## src/rtl/lagged_pair_averager.sv

```systemverilog
// lagged_pair_averager: streaming average of each accepted sample with the
// sample accepted LAG positions earlier. History lives in a LAG-entry circular
// buffer; results leave through a single registered valid/ready stage.
//
// Handshake: a transfer happens on a rising edge where valid && ready are both
// high. The producer holds valid and data stable until that edge. in_ready
// depends combinationally on out_ready, and out_data stays fixed while
// out_valid && !out_ready.
module lagged_pair_averager #(
    parameter int DATA_W = 8,
    parameter int LAG    = 8
) (
    input  logic              clk,
    input  logic              reset,
    input  logic              clear,
    input  logic              in_valid,
    output logic              in_ready,
    input  logic [DATA_W-1:0] in_data,
    input  logic [1:0]        rnd_mode,
    output logic              out_valid,
    input  logic              out_ready,
    output logic [DATA_W-1:0] out_data,
    output logic              primed
);

    // A LAG of 1 still gets a 1-bit pointer so the declarations stay legal.
    localparam int PTR_W  = (LAG > 1) ? $clog2(LAG) : 1;
    localparam int FILL_W = $clog2(LAG + 1);
    localparam logic [PTR_W-1:0]  WP_LAST   = PTR_W'(LAG - 1);
    localparam logic [FILL_W-1:0] FILL_FULL = FILL_W'(LAG);

    logic [DATA_W-1:0] hist_q [LAG];
    logic [PTR_W-1:0]  wp_q, wp_d;
    logic [FILL_W-1:0] fill_q, fill_d;
    logic              out_valid_q, out_valid_d;
    logic [DATA_W-1:0] out_data_q, out_data_d;

    logic              accept;
    logic              load;
    logic              hist_we;
    logic [DATA_W-1:0] old_sample;
    logic [DATA_W:0]   sum;
    logic              round_inc;
    logic [DATA_W:0]   avg_full;

    assign in_ready   = !out_valid_q || out_ready;
    assign accept     = in_valid && in_ready;
    assign primed     = (fill_q == FILL_FULL);
    assign old_sample = hist_q[wp_q];
    assign out_valid  = out_valid_q;
    assign out_data   = out_data_q;

    // Full-width sum and rounding; the halved sum plus one never exceeds 2^DATA_W-1.
    always_comb begin
        sum = {1'b0, old_sample} + {1'b0, in_data};
        case (rnd_mode)
            2'b00:   round_inc = 1'b0;
            2'b10:   round_inc = sum[0] & sum[1];
            default: round_inc = sum[0];
        endcase
        avg_full = {1'b0, sum[DATA_W:1]} + {{DATA_W{1'b0}}, round_inc};
    end

    // Pointer, fill level and output register next-state; clear beats accept.
    always_comb begin
        wp_d        = wp_q;
        fill_d      = fill_q;
        out_valid_d = out_valid_q;
        out_data_d  = out_data_q;
        load        = 1'b0;
        hist_we     = 1'b0;
        if (clear) begin
            wp_d        = '0;
            fill_d      = '0;
            out_valid_d = 1'b0;
        end else begin
            if (out_ready) begin
                out_valid_d = 1'b0;
            end
            if (accept) begin
                hist_we = 1'b1;
                wp_d    = (wp_q == WP_LAST) ? '0 : wp_q + PTR_W'(1);
                if (fill_q == FILL_FULL) begin
                    load = 1'b1;
                end else begin
                    fill_d = fill_q + FILL_W'(1);
                end
            end
            if (load) begin
                out_valid_d = 1'b1;
                out_data_d  = avg_full[DATA_W-1:0];
            end
        end
    end

    // State registers and history buffer write.
    always_ff @(posedge clk) begin
        if (reset) begin
            wp_q        <= '0;
            fill_q      <= '0;
            out_valid_q <= 1'b0;
            out_data_q  <= '0;
            for (int i = 0; i < LAG; i++) begin
                hist_q[i] <= '0;
            end
        end else begin
            wp_q        <= wp_d;
            fill_q      <= fill_d;
            out_valid_q <= out_valid_d;
            out_data_q  <= out_data_d;
            if (hist_we) begin
                hist_q[wp_q] <= in_data;
            end
        end
    end

endmodule

```

## config.mk

```make
export PLATFORM = sky130hd
export DESIGN_NAME = lagged_pair_averager
export DESIGN_NICKNAME = d
export VERILOG_FILES = /design/src/rtl/lagged_pair_averager.sv
export SDC_FILE = /design/constraint.sdc
export NUM_CORES = 1
export LEC_CHECK = 0
export CAP_MARGIN = 20
export CORE_AREA = 5 5 108 110
export CTS_CLUSTER_SIZE = 30
export DETAILED_ROUTE_END_ITERATION = 8
export DIE_AREA = 0 0 113 115
export GPL_ROUTABILITY_DRIVEN = 0
export PLACE_DENSITY = 0.56
export SYNTH_ARGS = -nofsm -noshare
export SYNTH_HDL_FRONTEND = slang
export SYNTH_SLANG_ARGS = --single-unit
```

## constraint.sdc

```tcl
create_clock -name clk -period 9.3 [get_ports clk]
set_input_delay 1.86 -clock clk [delete_from_list [all_inputs] [get_ports clk]]
set_output_delay 1.86 -clock clk [all_outputs]
set_load 0.05 [all_outputs]
```

==> summary.txt <==
outcome: complete, no violations
VDD IR-drop max: 0.0000720 V
global routing met3 resource utilization: 0.0279
measured slew at the worst slew-check pin: 883 ps
antenna diode count: 0
via count of the first global-routing pass: 2,575
sequential fraction of the synthesis area: 0.554
buffers and inverters on the worst path: 2
grt total ovfl: 0
dominant register cell in the synthesized netlist: edfxtp_1
category of cells accounting for the largest share of critical-path delay: buffers and inverters
worst-case setup slack after placement: 4160 ps
Routed Wire Length: 8870 um
portion of the clock cycle consumed by the worst path in the final layout: 0.553
initial antenna violation count: 0
area share of and/or/nand/nor cells after synthesis: 0.187
final setup violating endpoints: 0
area share of the largest cell type after synthesis: 0.462
source-to-sink clock delay at the later pin of the worst-skew pair: 350 ps
number of primary I/O pins: 26
register clock-pin slew on the reported worst setup and hold paths: 80 ps
placement row count: 38
reported max-cap violation count: 0
aggregate negative setup slack: 0 ps
antenna violation net count after detailed routing: 0
main combinational cell family by area after synthesis: simple AND/OR/NAND/NOR gates
Max Freq: 195 MHz
final hold violation count: 0
Layout Nets: 379
Final Slew Violations: 0
post-route DRC violation count: 0
effective utilization at floorplan: 0.392
maximum fanout along the worst path: 4
total die area: 13,000 um2
top cells by area in the synthesized netlist: edfxtp_1 46%, dfxtp_1 9.1%, mux4_2 8.7%
GRT busiest layer: met2
number of flops mapped to enable cells by yosys: 64
post-layout util: 0.444
TritonCTS clock tree: yes
GR met1 Demand/Resource: 0.198
cell repeated most along the worst path: clkdlybuf4s50_1
Post-Synthesis Cells: 321
Hold/Removal Path Class: flop to flop
xor/xnor share of the synthesized area: 0.0247
area delta synth->final: 13.3%
sum of internal, switching and leakage power: 730 uW
most used standard cell by instance count after synthesis: edfxtp_1
Chip Width: 113 um
CP required: 7440 ps
global routing usage on met2: 0.238
Compound-Gate Fraction of Synth Area: 0.0578
cts hold-fix bufs: 0
number of inserted filler cells in the final layout: 963
Crit. End Element: output pin
1st-iter DRT viols: 117
largest net degree at the start of global routing: 19
core region area: 10,600 um2
portion of netlist area occupied by mux cells: 0.113
vertical die dimension: 115 um
biggest area consumer among synthesized cells: edfxtp_1
area post-placement: 4560 um2
placed insts: 478
arithmetic-cell share of the synthesized area counting full adders, half adders and majority gates: 0.0469
buffer depth of the longest clock path: 2
Cell Pwr Density: 155 nW/um2
RSZ-0062 raised after global routing: false
post-synthesis area per instance: 13.0 um2
final worst clock skew: 7.52 ps
worst slew margin relative to its limit: 0.408
CP cell instances: clkdlybuf4s50_1 -> nand2b_1 -> clkdlybuf4s50_1
WL/cell: 18.0 um
number of warnings issued by yosys: 0
via count: 2,514
global-route wire length before repair: 14,100 um
number of standard cells in the layout, taps in and fillers out: 493
Root Buffer: clkbuf_8
launching element type of the critical path: input port
slack of the critical path: 4160 ps
Synth Net Count: 351
arrival time at the worst endpoint: 3280 ps
cell types with the highest counts after synthesis: 64 x edfxtp_1, 57 x and2_1, 24 x nor2_1
synthesized cell area: 4160 um2
fraction of final layout cells with drive strength greater than 1: 0.167
delay of the slowest cell on the worst path: 820 ps
CTS resizes: 0
Post-Route Hold Slack: 495 ps
buffers inserted during post-CTS setup optimization: 0
TritonCTS Buffers: 9
drt first pass iters: 4
critical path class: input port to output pin
fraction of synthesis flops using an asynchronous set or reset pin: 0
number of vias per cell after detailed routing: 5.10
Distinct cells, synth: 48
overall fraction of global-route tracks in use: 0.147
slowest stage cell, crit path: clkdlybuf4s50_1
number of synthesized register bits: 83
estimated wirelength of the detail-placed design: 6130 um
crit path time final: 5140 ps
number of clock sinks: 83
leakage: 1.68 nW
Max H-tree Level: 3
Final Cell Area: 4710 um2
Port Buffers: 25
-- cell families (layout without fill, tap and decap cells) --
kind of cell,Yosys count,in the layout
and+or+nand+nor,138,138
DFF,83,83
AOI/OAI and AO/OA,32,32
muxes,26,26
buffers and inverters,17,49
adders and majority gates,15,15
xor gates and xnor gates,10,10
-- flip-flops by register name (all words and copies together), names as in the netlist, named ones only --
register / cells
out_data: 8
out_valid: 1
hist_q: 64
wp_q: 3
fill_q: 4
-- cells in the final DEF (no fill, tap or decap), types with 3 or more instances in the layout --
master,Yosys,final
nor2_1,24,24
or2_2,11,11
and2_1,57,57
clkbuf_8,0,9
inv_1,6,6
mux4_2,16,16
nand2b_1,3,3
nor4_1,4,4
dfxtp_1,19,19
a21oi_1,9,9
nor3_2,2,3
ha_1,14,14
nand2_1,12,12
a211oi_1,6,6
nor3_1,10,9
xor2_1,3,3
o21a_1,3,3
clkinv_2,0,3
edfxtp_1,64,64
mux2_2,7,7
mux2i_1,3,3
xnor2_1,5,5
clkdlybuf4s50_1,0,25
-- cell type report --
| class | count | area (um2) | area share |
|---|---|---|---|
| Sequential cell | 83 | 2300 | 0.489 |
| Multi-Input combinational cell | 221 | 1790 | 0.380 |
| Timing Repair Buffer | 27 | 265 | 0.0563 |
| Tap cell | 140 | 175 | 0.0372 |
| Clock buffer | 11 | 131 | 0.0279 |
| Inverter | 7 | 26.3 | 0.00558 |
| Clock inverter | 4 | 18.8 | 0.00398 |
-- per-layer routing --
metal	vias up	part of all wire
met5	-	0
met4	0	0.014
met3	9	0.024
met2	25	0.49
met1	1246	0.47
li1	1234	-
-- worst reg2reg max path, stage by stage, from the launching register on --
cell     delay (ps)
dfxtp_1         310
buf_4           320
mux4_2          570
mux2_2          280
ha_1            240
inv_1            80
fa_1            420
inv_1            90
a21oi_1          70
nor2b_1         110
ha_1            170
nand2_1          70
nor3_2          240
nand3_2         160
o32a_1          360
a211o_1         280
-- path summary, 6_finish.rpt --
path	start	end	slack, ps	cells after the start
worst min-delay path	fill_q[2]	fill_q[2]	490	2
worst min register to register	fill_q[2]	fill_q[2]	490	2
worst max register to register	flop	out_data[7]	5410	15
worst max-delay path	out_ready	in_ready	4160	3
-- where the power goes --
group          internal (mW)  leakage, nW  switching [mW]
Combinational         0.0419        0.782          0.0532
Sequential             0.409        0.815         0.00336
Clock                 0.0937       0.0804           0.129
Power figures use the tool's default switching activity.
==> patch: new RTL, same flow settings <==
Take the reset off `out_data_q` and load it in a clocked block of its own.
--- a/src/rtl/lagged_pair_averager.sv
+++ b/src/rtl/lagged_pair_averager.sv
@@ -99,7 +99,6 @@
             wp_q        <= '0;
             fill_q      <= '0;
             out_valid_q <= 1'b0;
-            out_data_q  <= '0;
             for (int i = 0; i < LAG; i++) begin
                 hist_q[i] <= '0;
             end
@@ -107,12 +106,15 @@
             wp_q        <= wp_d;
             fill_q      <= fill_d;
             out_valid_q <= out_valid_d;
-            out_data_q  <= out_data_d;
             if (hist_we) begin
                 hist_q[wp_q] <= in_data;
             end
         end
     end
 
+    always_ff @(posedge clk) begin
+        out_data_q <= out_data_d;
+    end
+
 endmodule
 
Check against the original RTL: differs if reset is asserted again (counterexample within 10 cycles, from zero or initial values and one cycle with reset high); with reset held inactive, the same outputs for 10 cycles.
==> patch against the original RTL <==
- sequential power grew 2%
- power grew 4.7%
- combinational power shrank 12%
- critical endpoint unchanged
- final area grew 0.11%
- wire length shrank 2.9%
- worst setup slack lost 0.013 ns
- sequential cell count is the same
- largest cell class unchanged
- core utilization is essentially flat
- area after synthesis shrank 0.93%
==> patch: results <==
timing:
  timing.slew.headroom_pct: 43.7
  skew_ns: 0.0149
layout:
  final_nets: 360
  drive_gt1_share_pct: 15.8
  num-fill-cells: 968
outcome:
  status: "finished, final reports clean"
logic_synthesis:
  synthMuxAreaShare_pct: 11.1
  syn_area_per_cell_um2: 13.8
  synth_fa_ha_area_share_pct: 4.74
  synth_compound_area_share_pct: 3.40
  synth_edf_count: 72
  netlist-cell-type-count: 45
  synth_seq_area_share_pct: 57.8
  synthesis.nets: 329
  synthTopCellsByArea: "edfxtp_1, mux4_2, and2_1"
  synthTopCellsByCount: "edfxtp_1, and2_1, mux4_2"
  yosys.area_share.xor_xnor_pct: 2.34
global_route:
  grt_max_degree: 17
  grt_use_total_pct: 14.3
  grt_pass1_vias: 2544
  grt_pass1_wl_um: 13700
detailed_routing:
  via_per_inst: 5.05
  drt_iter0_drc: 89
  routed_wirelength_um: 8610
  avgRoutedWirePerCell_um: 18.1
worst_setup_path:
  arrival_ns: 3.29
placed_design:
  dp.cells: 459
pwr:
  p_leak_nw: 1.69
==> patch: cell count changes after synthesis, sizes merged, moves of 2 or more <==
cell    change
edfxtp      +8
o21ai       -2
nor4        -2
a211oi      -6
clkbuf      -3
dfxtp       -8
xor2        +2
o21a        -2
o31ai       +2
nor2        -7
==> patch: worst paths after layout <==
kind                                from                     end  slack [ns]  depth (start not counted)
setup / recovery               out_ready                in_ready        4.15                          3
hold / removal    fill_q[1]$_SDFFE_PP0P_  fill_q[1]$_SDFFE_PP0P_        0.50                          2
setup reg to reg                register   out_data[7]$_DFFE_PP_        5.51                         14
hold reg to reg   fill_q[1]$_SDFFE_PP0P_  fill_q[1]$_SDFFE_PP0P_        0.50                          2
==> patch: area by class of cell <==
class | instances | share of cell area [%]
flip-flops and latches | 83 | 50.5
multi-input cells | 201 | 35.3
repair buffers | 27 | 5.62
clock buffers | 14 | 3.93
well taps | 140 | 3.71
inverters | 8 | 0.637
clock inverters | 2 | 0.318
==> patch: metrics by stage <==
step	utilization, %	cell area [µm²]	setup WS, ns	hold slack, ns
after floorplan	-	4120	5.13	0.464
after global placement	42.6	4520	4.17	0.487
final	44.5	4720	4.15	0.502
after detailed placement	42.6	4520	4.15	0.491
after global routing	44.5	4720	4.10	0.534
after CTS	44.5	4720	4.14	0.503
==> patch: power by group <==
| part | leakage, nW | switching, W | internal, W |
|---|---|---|---|
| Combinational | 0.762 | 0.0000460 | 0.0000376 |
| Sequential | 0.822 | 0.00000389 | 0.000417 |
| Clock | 0.101 | 0.000128 | 0.000131 |
==> patch: metal layers <==
metal	track usage (%)	routed length, µm	vias to the layer above
met5	0	0	-
met4	6.17	174	0
met3	3.11	521	13
met2	24.0	4230	55
met1	18.1	3680	1168
li1	-	-	1163
